--- config.mk ---
export PLATFORM = sky130hd
export DESIGN_NAME = bp_fe_fetch_replay_queue
export DESIGN_NICKNAME = d
export VERILOG_FILES = /design/src/rtl/bp_fe_pkg.sv /design/src/rtl/bsg_mem_1r1w.sv /design/src/rtl/bp_fe_fetch_replay_queue.sv
export SDC_FILE = /design/constraint.sdc
export NUM_CORES = 1
export LEC_CHECK = 0
export ABC_AREA = 1
export ABC_CLOCK_PERIOD_IN_PS = 6600
export BUFFER_PORTS_ARGS = -buffer_cell sky130_fd_sc_hd__clkbuf_2
export CAP_MARGIN = 30
export CORE_UTILIZATION = 55
export CTS_CLUSTER_SIZE = 20
export DETAILED_ROUTE_END_ITERATION = 12
export PLACE_DENSITY = 0.73
export SETUP_SLACK_MARGIN = 0.3
export SYNTH_ARGS = -nofsm -noshare
export SYNTH_HDL_FRONTEND = slang
export SYNTH_HIERARCHICAL = 1
export SYNTH_SLANG_ARGS = --single-unit
--- constraint.sdc ---
create_clock -name clk_i -period 6.6 [get_ports clk_i]
set_input_delay 0.33 -clock clk_i [delete_from_list [all_inputs] [get_ports clk_i]]
set_output_delay 0.33 -clock clk_i [all_outputs]
set_load 0.05 [all_outputs]
--- src/rtl/bp_fe_pkg.sv ---
// ---------------------------------------------------------------------------
// bp_fe_pkg
// Shared front-end types for the fetch replay queue.
//   bp_fe_fetch_attr_s          : per-request attributes {dram, nonidem, uncached}
//   DECLARE_BP_FE_FETCH_ENTRY_S : macro that declares the stored queue entry
//                                 (vaddr, ptag, attr) for given widths
// ---------------------------------------------------------------------------

`ifndef BP_FE_PKG_SV
`define BP_FE_PKG_SV

// The entry layout depends on the instantiating module's width parameters,
// so it is declared through a macro rather than as a fixed package type.
`define DECLARE_BP_FE_FETCH_ENTRY_S(vaddr_width_mp, ptag_width_mp) \
    typedef struct packed {                                       \
        logic [vaddr_width_mp-1:0] vaddr;                         \
        logic [ptag_width_mp-1:0]  ptag;                          \
        bp_fe_fetch_attr_s         attr;                          \
    } bp_fe_fetch_entry_s

package bp_fe_pkg;

    localparam int bp_fe_fetch_attr_width_gp = 3;

    typedef struct packed {
        logic dram;
        logic nonidem;
        logic uncached;
    } bp_fe_fetch_attr_s;

endpackage

`endif

--- src/rtl/bsg_mem_1r1w.sv ---
// ---------------------------------------------------------------------------
// bsg_mem_1r1w
// One synchronous write port, one asynchronous read port register array.
//   w_clk_i   : write clock
//   w_v_i     : write enable
//   w_addr_i  : write address
//   w_data_i  : write data
//   r_addr_i  : read address
//   r_data_o  : read data (combinational)
// With read_write_same_addr_p=0 a read of the address being written returns
// the old contents; with 1 the write data is forwarded.
// ---------------------------------------------------------------------------
module bsg_mem_1r1w #(
    parameter int width_p                = 8,
    parameter int els_p                  = 8,
    parameter int read_write_same_addr_p = 0,
    localparam int addr_width_lp         = (els_p > 1) ? $clog2(els_p) : 1
) (
    input  logic                     w_clk_i,
    input  logic                     w_v_i,
    input  logic [addr_width_lp-1:0] w_addr_i,
    input  logic [width_p-1:0]       w_data_i,
    input  logic [addr_width_lp-1:0] r_addr_i,
    output logic [width_p-1:0]       r_data_o
);

    logic [width_p-1:0] mem_r [els_p];

    // Storage carries no reset: the queue pointers decide what is valid.
    always_ff @(posedge w_clk_i) begin
        if (w_v_i) begin
            mem_r[w_addr_i] <= w_data_i;
        end
    end

    // Optional write-through forwarding on an address collision.
    always_comb begin
        r_data_o = mem_r[r_addr_i];
        if ((read_write_same_addr_p != 0) && w_v_i && (w_addr_i == r_addr_i)) begin
            r_data_o = w_data_i;
        end
    end

endmodule

--- src/rtl/bp_fe_fetch_replay_queue.sv ---
// ---------------------------------------------------------------------------
// bp_fe_fetch_replay_queue
// Buffers translated fetch requests and issues them in order to the I$.
// Every issued request is tracked through a fixed-latency shift register;
// if the I$ has not returned data when the oldest request comes due, issue
// rolls back to that request and everything younger is reissued.
//   clk_i, reset_i            : clock, async active-high reset
//   flush_i                   : synchronous discard of all state
//   vaddr_i/ptag_i/attr_i/v_i : enqueue side, ready_o back-pressure
//   vaddr_o/ptag_o/attr_o     : entry at the issue pointer
//   issue_v_o/issue_ready_i   : issue handshake
//   data_v_i                  : I$ returned data for the oldest tracked request
//   replay_o                  : pulse on rollback
//   stall_err_o               : sticky livelock flag
//   count_o                   : entries enqueued but not committed
// ---------------------------------------------------------------------------
module bp_fe_fetch_replay_queue
    import bp_fe_pkg::*;
#(
    parameter int vaddr_width_p  = 39,
    parameter int ptag_width_p   = 28,
    parameter int els_p          = 8,
    parameter int latency_p      = 2,
    parameter int replay_limit_p = 15
) (
    input  logic                                 clk_i,
    input  logic                                 reset_i,
    input  logic                                 flush_i,
    input  logic [vaddr_width_p-1:0]             vaddr_i,
    input  logic [ptag_width_p-1:0]              ptag_i,
    input  logic [bp_fe_fetch_attr_width_gp-1:0] attr_i,
    input  logic                                 v_i,
    output logic                                 ready_o,
    output logic [vaddr_width_p-1:0]             vaddr_o,
    output logic [ptag_width_p-1:0]              ptag_o,
    output logic [bp_fe_fetch_attr_width_gp-1:0] attr_o,
    output logic                                 issue_v_o,
    input  logic                                 issue_ready_i,
    input  logic                                 data_v_i,
    output logic                                 replay_o,
    output logic                                 stall_err_o,
    output logic [$clog2(els_p):0]               count_o
);

    localparam int idx_width_lp        = $clog2(els_p);
    localparam int ptr_width_lp        = idx_width_lp + 1;
    localparam int replay_cnt_width_lp = $clog2(replay_limit_p + 1);

    `DECLARE_BP_FE_FETCH_ENTRY_S(vaddr_width_p, ptag_width_p);
    localparam int entry_width_lp = $bits(bp_fe_fetch_entry_s);

    logic [ptr_width_lp-1:0]        wptr_r, iptr_r, cptr_r;
    logic [latency_p-1:0]           inflight_r;
    logic [replay_cnt_width_lp-1:0] replay_cnt_r, replay_cnt_next;
    logic                           stall_err_r;

    logic full, enq_fire, issue_fire, due, commit, rollback;
    bp_fe_fetch_entry_s             wr_entry, rd_entry;
    logic [entry_width_lp-1:0]      rd_data;

    // Full when the indices match but the wrap bits differ.
    assign full = (wptr_r[idx_width_lp-1:0] == cptr_r[idx_width_lp-1:0])
                & (wptr_r[idx_width_lp] != cptr_r[idx_width_lp]);

    assign due      = inflight_r[latency_p-1];
    assign commit   = due & data_v_i & ~flush_i;
    assign rollback = due & ~data_v_i & ~flush_i;

    assign ready_o    = ~full & ~flush_i;
    assign enq_fire   = v_i & ready_o;
    assign issue_v_o  = (iptr_r != wptr_r) & ~rollback & ~flush_i;
    assign issue_fire = issue_v_o & issue_ready_i;

    assign replay_o    = rollback;
    assign stall_err_o = stall_err_r;
    assign count_o     = wptr_r - cptr_r;

    assign wr_entry.vaddr = vaddr_i;
    assign wr_entry.ptag  = ptag_i;
    assign wr_entry.attr  = bp_fe_fetch_attr_s'(attr_i);

    bsg_mem_1r1w #(
        .width_p               (entry_width_lp),
        .els_p                 (els_p),
        .read_write_same_addr_p(0)
    ) mem (
        .w_clk_i  (clk_i),
        .w_v_i    (enq_fire),
        .w_addr_i (wptr_r[idx_width_lp-1:0]),
        .w_data_i (wr_entry),
        .r_addr_i (iptr_r[idx_width_lp-1:0]),
        .r_data_o (rd_data)
    );

    assign rd_entry = bp_fe_fetch_entry_s'(rd_data);
    assign vaddr_o  = rd_entry.vaddr;
    assign ptag_o   = rd_entry.ptag;
    assign attr_o   = rd_entry.attr;

    // Replay counter saturates so a stuck head keeps the error raised
    // without wrapping back below the limit.
    always_comb begin
        replay_cnt_next = replay_cnt_r;
        if (replay_cnt_r != replay_cnt_width_lp'(replay_limit_p)) begin
            replay_cnt_next = replay_cnt_r + 1'b1;
        end
    end

    // Pointer, tracker and replay bookkeeping. Flush dominates everything;
    // otherwise commit and rollback are mutually exclusive (both need the
    // due stage) and enqueue proceeds independently of either.
    always_ff @(posedge clk_i or posedge reset_i) begin
        if (reset_i) begin
            wptr_r       <= '0;
            iptr_r       <= '0;
            cptr_r       <= '0;
            inflight_r   <= '0;
            replay_cnt_r <= '0;
            stall_err_r  <= 1'b0;
        end else if (flush_i) begin
            wptr_r       <= '0;
            iptr_r       <= '0;
            cptr_r       <= '0;
            inflight_r   <= '0;
            replay_cnt_r <= '0;
            stall_err_r  <= 1'b0;
        end else begin
            if (enq_fire) begin
                wptr_r <= wptr_r + 1'b1;
            end

            if (rollback) begin
                iptr_r       <= cptr_r;
                inflight_r   <= '0;
                replay_cnt_r <= replay_cnt_next;
                if (replay_cnt_next == replay_cnt_width_lp'(replay_limit_p)) begin
                    stall_err_r <= 1'b1;
                end
            end else begin
                inflight_r <= (inflight_r << 1) | latency_p'(issue_fire);
                if (issue_fire) begin
                    iptr_r <= iptr_r + 1'b1;
                end
            end

            if (commit) begin
                cptr_r       <= cptr_r + 1'b1;
                replay_cnt_r <= '0;
            end
        end
    end

endmodule

# Word-level counts from Yosys, hierarchy flattened
# Memories as Yosys holds them, arrays and structs flattened.
# Cells that the tools add are included.
# word_totals
register_bits	19
in_bits	76
ram_bits	560
romBits	0
n_memories	1
word_cells	57
latchBits	0
# memory_table
name	words	width	rd	rd_ports_with_merged_regs	wr	line_no	text
mem.mem_r	8	70	1	0	1	bsg_mem_1r1w.sv:27	logic [width_p-1:0] mem_r [els_p];
# op_classes
n_bitwise	15
n_reduce_logical	7
n_addsub	5
eq_ne	5
order_cmp	0
n_div	0
n_mul	0
shifts	0
muxes	18
# op_table
cell	count
$mux 4	11
$add 4x1->4 const B	4
$and 1x1->1	10
$reduce_bool 2->1	4
$reduce_bool 3->1	2
$mux 1	5
$eq 4x4->1 const B	1
$mux 2	2
$ne 4x4->1	1
$ne 4x4->1 const B	1
$not 1->1	4
$sub 4x4->4	1
$eq 3x3->1	1
$or 2x1->2	1
$reduce_and 2->1	1
$ne 1x1->1	1

# Depth between registers and ports, before layout
# logic_depth
word_depth	10
ltp_mapped	11

# Cells and area by module
# The synthesis kept the hierarchy.
# modules_own_cells
mod	seq_area_each_um2	cells_per_inst	instances	area_per_inst_um2
bsg_mem_1r1w	16816.1	2437	1	24352.1
bp_fe_fetch_replay_queue	475.5	165	1	1227.4

# Least setup slack after synthesis
# Ideal clock, no wire load.
# synth_timing
kind	flip-flop to flip-flop
startpoint	reg wptr_r[0]
endpoint	mem mem/mem_r[1][0] (netlist name) (enable)
required_time_ns	6.101
setup_slack_ns	1.311
arrival_time_ns	4.790
period_less_slack_ns	5.289
path_buffers	0
stages_incl_launch_ff	12
path_cell_list	dfrtp_1 -> inv_1 -> ha_1 -> inv_1 -> nor2_1 -> nand2_2 -> nand2_2 -> inv_2 -> nand2_4 -> inv_2 -> nand2_1 -> nor2_1
# synth_between
elab_chain_cells	7
# synth_lines
item	line_no	text
start: declaration	bp_fe_fetch_replay_queue.sv:52	logic [ptr_width_lp-1:0] wptr_r, iptr_r, cptr_r;
start signal: assignment	bp_fe_fetch_replay_queue.sv:129	wptr_r <= wptr_r + 1'b1;
$eq 3x3->1	bp_fe_fetch_replay_queue.sv:62	assign full = (wptr_r[idx_width_lp-1:0] == cptr_r[idx_width_lp-1:0])
$and 1x1->1	bp_fe_fetch_replay_queue.sv:63	& (wptr_r[idx_width_lp] != cptr_r[idx_width_lp]);
$not 1->1	bp_fe_fetch_replay_queue.sv:69	assign ready_o = ~full & ~flush_i;
$and 1x1->1	bp_fe_fetch_replay_queue.sv:69	
named net ready_o	bp_fe_fetch_replay_queue.sv:33	output logic ready_o,
$and 1x1->1	bp_fe_fetch_replay_queue.sv:70	assign enq_fire = v_i & ready_o;
named net enq_fire	bp_fe_fetch_replay_queue.sv:57	logic full, enq_fire, issue_fire, due, commit, rollback;
$mux 1	bsg_mem_1r1w.sv:31	if (w_v_i) begin
$mux 1 (implied by the code)	bsg_mem_1r1w.sv:32	mem_r[w_addr_i] <= w_data_i;
end: declaration	bsg_mem_1r1w.sv:27	
# The timed path passes the listed nets, and every way through them passes these cells.

# Final worst setup path
# layout_timing
startpoint	reg iptr_r[0]
endpoint	out vaddr_o[34]
# layout_between
elab_chain_cells	1
# layout_lines
item	line_no	text
start: declaration	bp_fe_fetch_replay_queue.sv:52	
start signal: assignment	bp_fe_fetch_replay_queue.sv:133	iptr_r <= cptr_r;
start signal: assignment	bp_fe_fetch_replay_queue.sv:142	iptr_r <= iptr_r + 1'b1;
$mem_v2 8x70	n/a	
end: declaration	bp_fe_fetch_replay_queue.sv:34	output logic [vaddr_width_p-1:0] vaddr_o,
# Every way passes these cells.

==> impl_metrics.csv <==
group,metric,value,unit
critical_path,critical_path_required,6.27,ns
layout,n_fill_cell,3555,
floorplan,io_pins,154,
sta,period_share,60.9,%
critical_path,reg2reg_depth,12,
layout,final_cell_mix,"nand2_1, inv_1, edfxtp_1, nand3_1, clkbuf_2",
critical_path,rr_endpoint,"mem/mem_r[7][7]$_DFFE_PP_",
pwr,comb_power_share,26.3,%
synthesis,synth_xor_area_share,0.240,%
layout,register_area,17300,um^2
clock_network,cts_max_level,2,
critical_path,crit_type,"reg -> out",
sta,grt_setup_unrepaired,"no",
synthesis,synth_mux_area_share,0,%
outcome,outcome,"finished, final reports clean",
sta,fin_skew,0.0164,ns
pwr,pwr-share-clk,32.1,%
layout,area_growth,14.6,%
critical_path,r2r-start,"wptr_r[0]$_DFFE_PP0P_",
floorplan,die_w,218,um
worst_hold_path,holdPathEnd,"mem/mem_r[6][57]$_DFFE_PP_",
synthesis,synth-seq-cells,579,
sta,slew_viol_final,0,
sta,finalWorstSetupSlack,2.58,ns
synthesis,yosysUniqueCellTypes,26,
pwr,internal_power,6600,uW
critical_path,end_kind,"output pin",
sta,finalSetupViolations,0,
synthesis,synth_top_area_cell,"edfxtp_1",
synthesis,synth_top_family_by_area,"simple AND/OR/NAND/NOR gates",
clock_network,cts_made_buffers,57,
critical_path,arrival,3.69,ns
sta,tightest_slew,1.02,ns
grt,overflow,0,
clock_network,clock_latency,0.61,ns
grt,antenna_found_initial,1,
worst_hold_path,hold_path_class,"in -> reg",
worst_hold_path,hp-start,"vaddr_i[26]",
worst_hold_path,hold_depth,1,
layout,final_common_cell,"nand2_1",
layout,layout-drive-gt1-share,10.1,%
grt,gr-usage-all-layers,24.2,%
synthesis,synth.area.top_cells,"edfxtp_1, nand2_1, inv_1",
pwr,power_density,343,nW/um^2
synthesis,synthAdderAreaFrac,0.421,%
sta,hold_viol,0,
pwr,p_leak,0.0136,uW
clock_network,cts_num_sinks,579,
route,via_per_inst,5.06,
layout,multiInputGateArea,5560,um^2
synthesis,yosys_warnings,6,
synthesis,avgSynthCellArea,9.83,um^2
layout,utilization,64.3,%
clock_network,cts_resized,0,
clock_network,root_buffer,"clkbuf_16",
clock_network,cts_hold_buf,49,
synthesis,synth_top_area_share,65.7,%
floorplan,core-area,45600,um^2
sta,max_freq,0.249,GHz
layout,finalNetCount,2866,
route,drc,0,
placement,gp_congestion,0.782,
pwr,p_seq_share,41.5,%
pwr,switching_share,34.3,%
sta,period_minus_slack,4.02,ns
synthesis,ys_seq_area_share,67.6,%
synthesis,synth-compound-area-share,0.474,%
placement,hpwl,30.7,mm
synthesis,synth_cells,2602,
route,wire_per_inst,16.4,um
sta,setup_tns,0,ns
route,ant_nets,0,
synthesis,synthArstFlopShare,3.28,%
synthesis,syn_nets,2686,
floorplan,die_y,218,um
clock_network,cts_setup_buffers,0,
synthesis,synth-edff-count,560,
pwr,netSwitchingPower,3450,uW
pwr,peakVddDrop,0.377,mV
pwr,p_total,10100,uW
clock_network,clk_pin_slew,0.06,ns
floorplan,start_util,56.1,%
route,drt_iter0_drc,1394,
synthesis,synthSimpleGateAreaFrac,20.4,%
placement,dp_slack,2.98,ns
floorplan,rows,78,
floorplan,die_area,47400,um^2
grt,grt_max_degree,101,
route,routed_wl,56.2,mm
grt,grt_pass1_vias,17166,
critical_path,startpoint_type,"flip-flop",
sta,slew_headroom,32.0,%
route,vias,17337,
synthesis,synth_ff_type,"edfxtp_1",
sta,timing.hold.ws,0.0317,ns
clock_network,clock_path_buffers,3,
synthesis,netlist_area,25600,um^2
grt,grt_pass1_wl,88.7,mm
clock_network,tritoncts,"yes",
flow_run,drv_cap,0,
route,dr.pass1.iters,7,
placement,port_buffers,153,
critical_path,cp_max_fo,68,
critical_path,reg2reg_slack,3.03,ns
==> worst max-delay path by stage <==
stage                          start                        end  slack, ns  depth (start not counted)
5_1_grt        iptr_r[0]$_DFFE_PP0P_                vaddr_o[19]       2.37                          8
2_1_floorplan  wptr_r[0]$_DFFE_PP0P_  mem/mem_r[1][0]$_DFFE_PP_       1.31                         11
3_3_place_gp   wptr_r[2]$_DFFE_PP0P_  mem/mem_r[0][6]$_DFFE_PP_       2.86                         11
4_1_cts        iptr_r[0]$_DFFE_PP0P_                vaddr_o[19]       2.53                          8
6_report       iptr_r[0]$_DFFE_PP0P_                vaddr_o[34]       2.58                          8
3_5_place_dp   wptr_r[2]$_DFFE_PP0P_  mem/mem_r[7][7]$_DFFE_PP_       2.98                         11
==> cell type report <==
| type | count | area share (%) |
|---|---|---|
| inverter | 596 | 7.67 |
| antenna | 1 | 0.00854 |
| multi-input combinational | 1319 | 19.0 |
| clock buffer | 67 | 4.99 |
| clock inverter | 36 | 1.28 |
| timing repair buffer | 229 | 5.47 |
| sequential | 579 | 59.0 |
| tap | 600 | 2.56 |
==> registers in the layout, summed over array words and instances, names as in the netlist <==
| name | cells |
|---|---|
| mem/mem_r | 560 |
| stall_err_o | 1 |
| cptr_r | 4 |
| replay_cnt_r | 4 |
| inflight_r | 2 |
| wptr_r | 4 |
| iptr_r | 4 |
==> power groups by stage <==
stage	Combinational [uW]	Sequential (uW)	Clock, uW
after floorplan	1990	4200	0
after global placement	2530	4270	0
after detailed placement	2620	4260	0
after CTS	2660	4180	3280
after global routing	2870	4190	3410
final	2650	4180	3230
==> logic make-up (layout without fill, tap and decap cells) <==
| group | after synthesis | in the layout |
|---|---|---|
| DFF | 579 | 579 |
| and+or+nand+nor | 1284 | 1284 |
| AOI/OAI and AO/OA | 20 | 20 |
| xor gates and xnor gates | 7 | 7 |
| buffers and inverters | 704 | 928 |
| adders and majority gates | 8 | 8 |
| other | 0 | 1 |
==> synth_stat cells, types with 6 or more instances <==
library cell and n:
buf_2 59, buf_4 18, clkbuf_1 26, dfrtp_1 19, edfxtp_1 560, ha_1 7, inv_1 586, inv_2 10
nand2_1 963, nand3_1 295, nor2_1 19, o21ai_0 6
==> routing by layer <==
metal,up-vias,track usage [%],wire (um)
li1,8455,-,-
met1,8242,31.2,23300
met2,515,41.3,27600
met3,125,3.78,3520
met4,0,9.23,1790
met5,-,0,0
==> metrics by stage <==
| stage | area (um^2) | instances |
|---|---|---|
| 3_3_place_gp | 26800 | 3266 |
| 2_1_floorplan | 25600 | 2602 |
| 3_5_place_dp | 27000 | 3274 |
| 5_1_grt | 29300 | 3426 |
| 6_report | 29300 | 3427 |
| 4_1_cts | 29300 | 3426 |
==> critical path, stage by stage (launching register included) <==
cell      delay, ns
dfrtp_4        0.94
buf_4          0.68
buf_4          0.68
nand2_1        0.15
nand3_1        0.12
nand2_1        0.07
nand2_1        0.05
nand2_1        0.09
clkbuf_2       0.25
(Power assumes the default switching activity.)
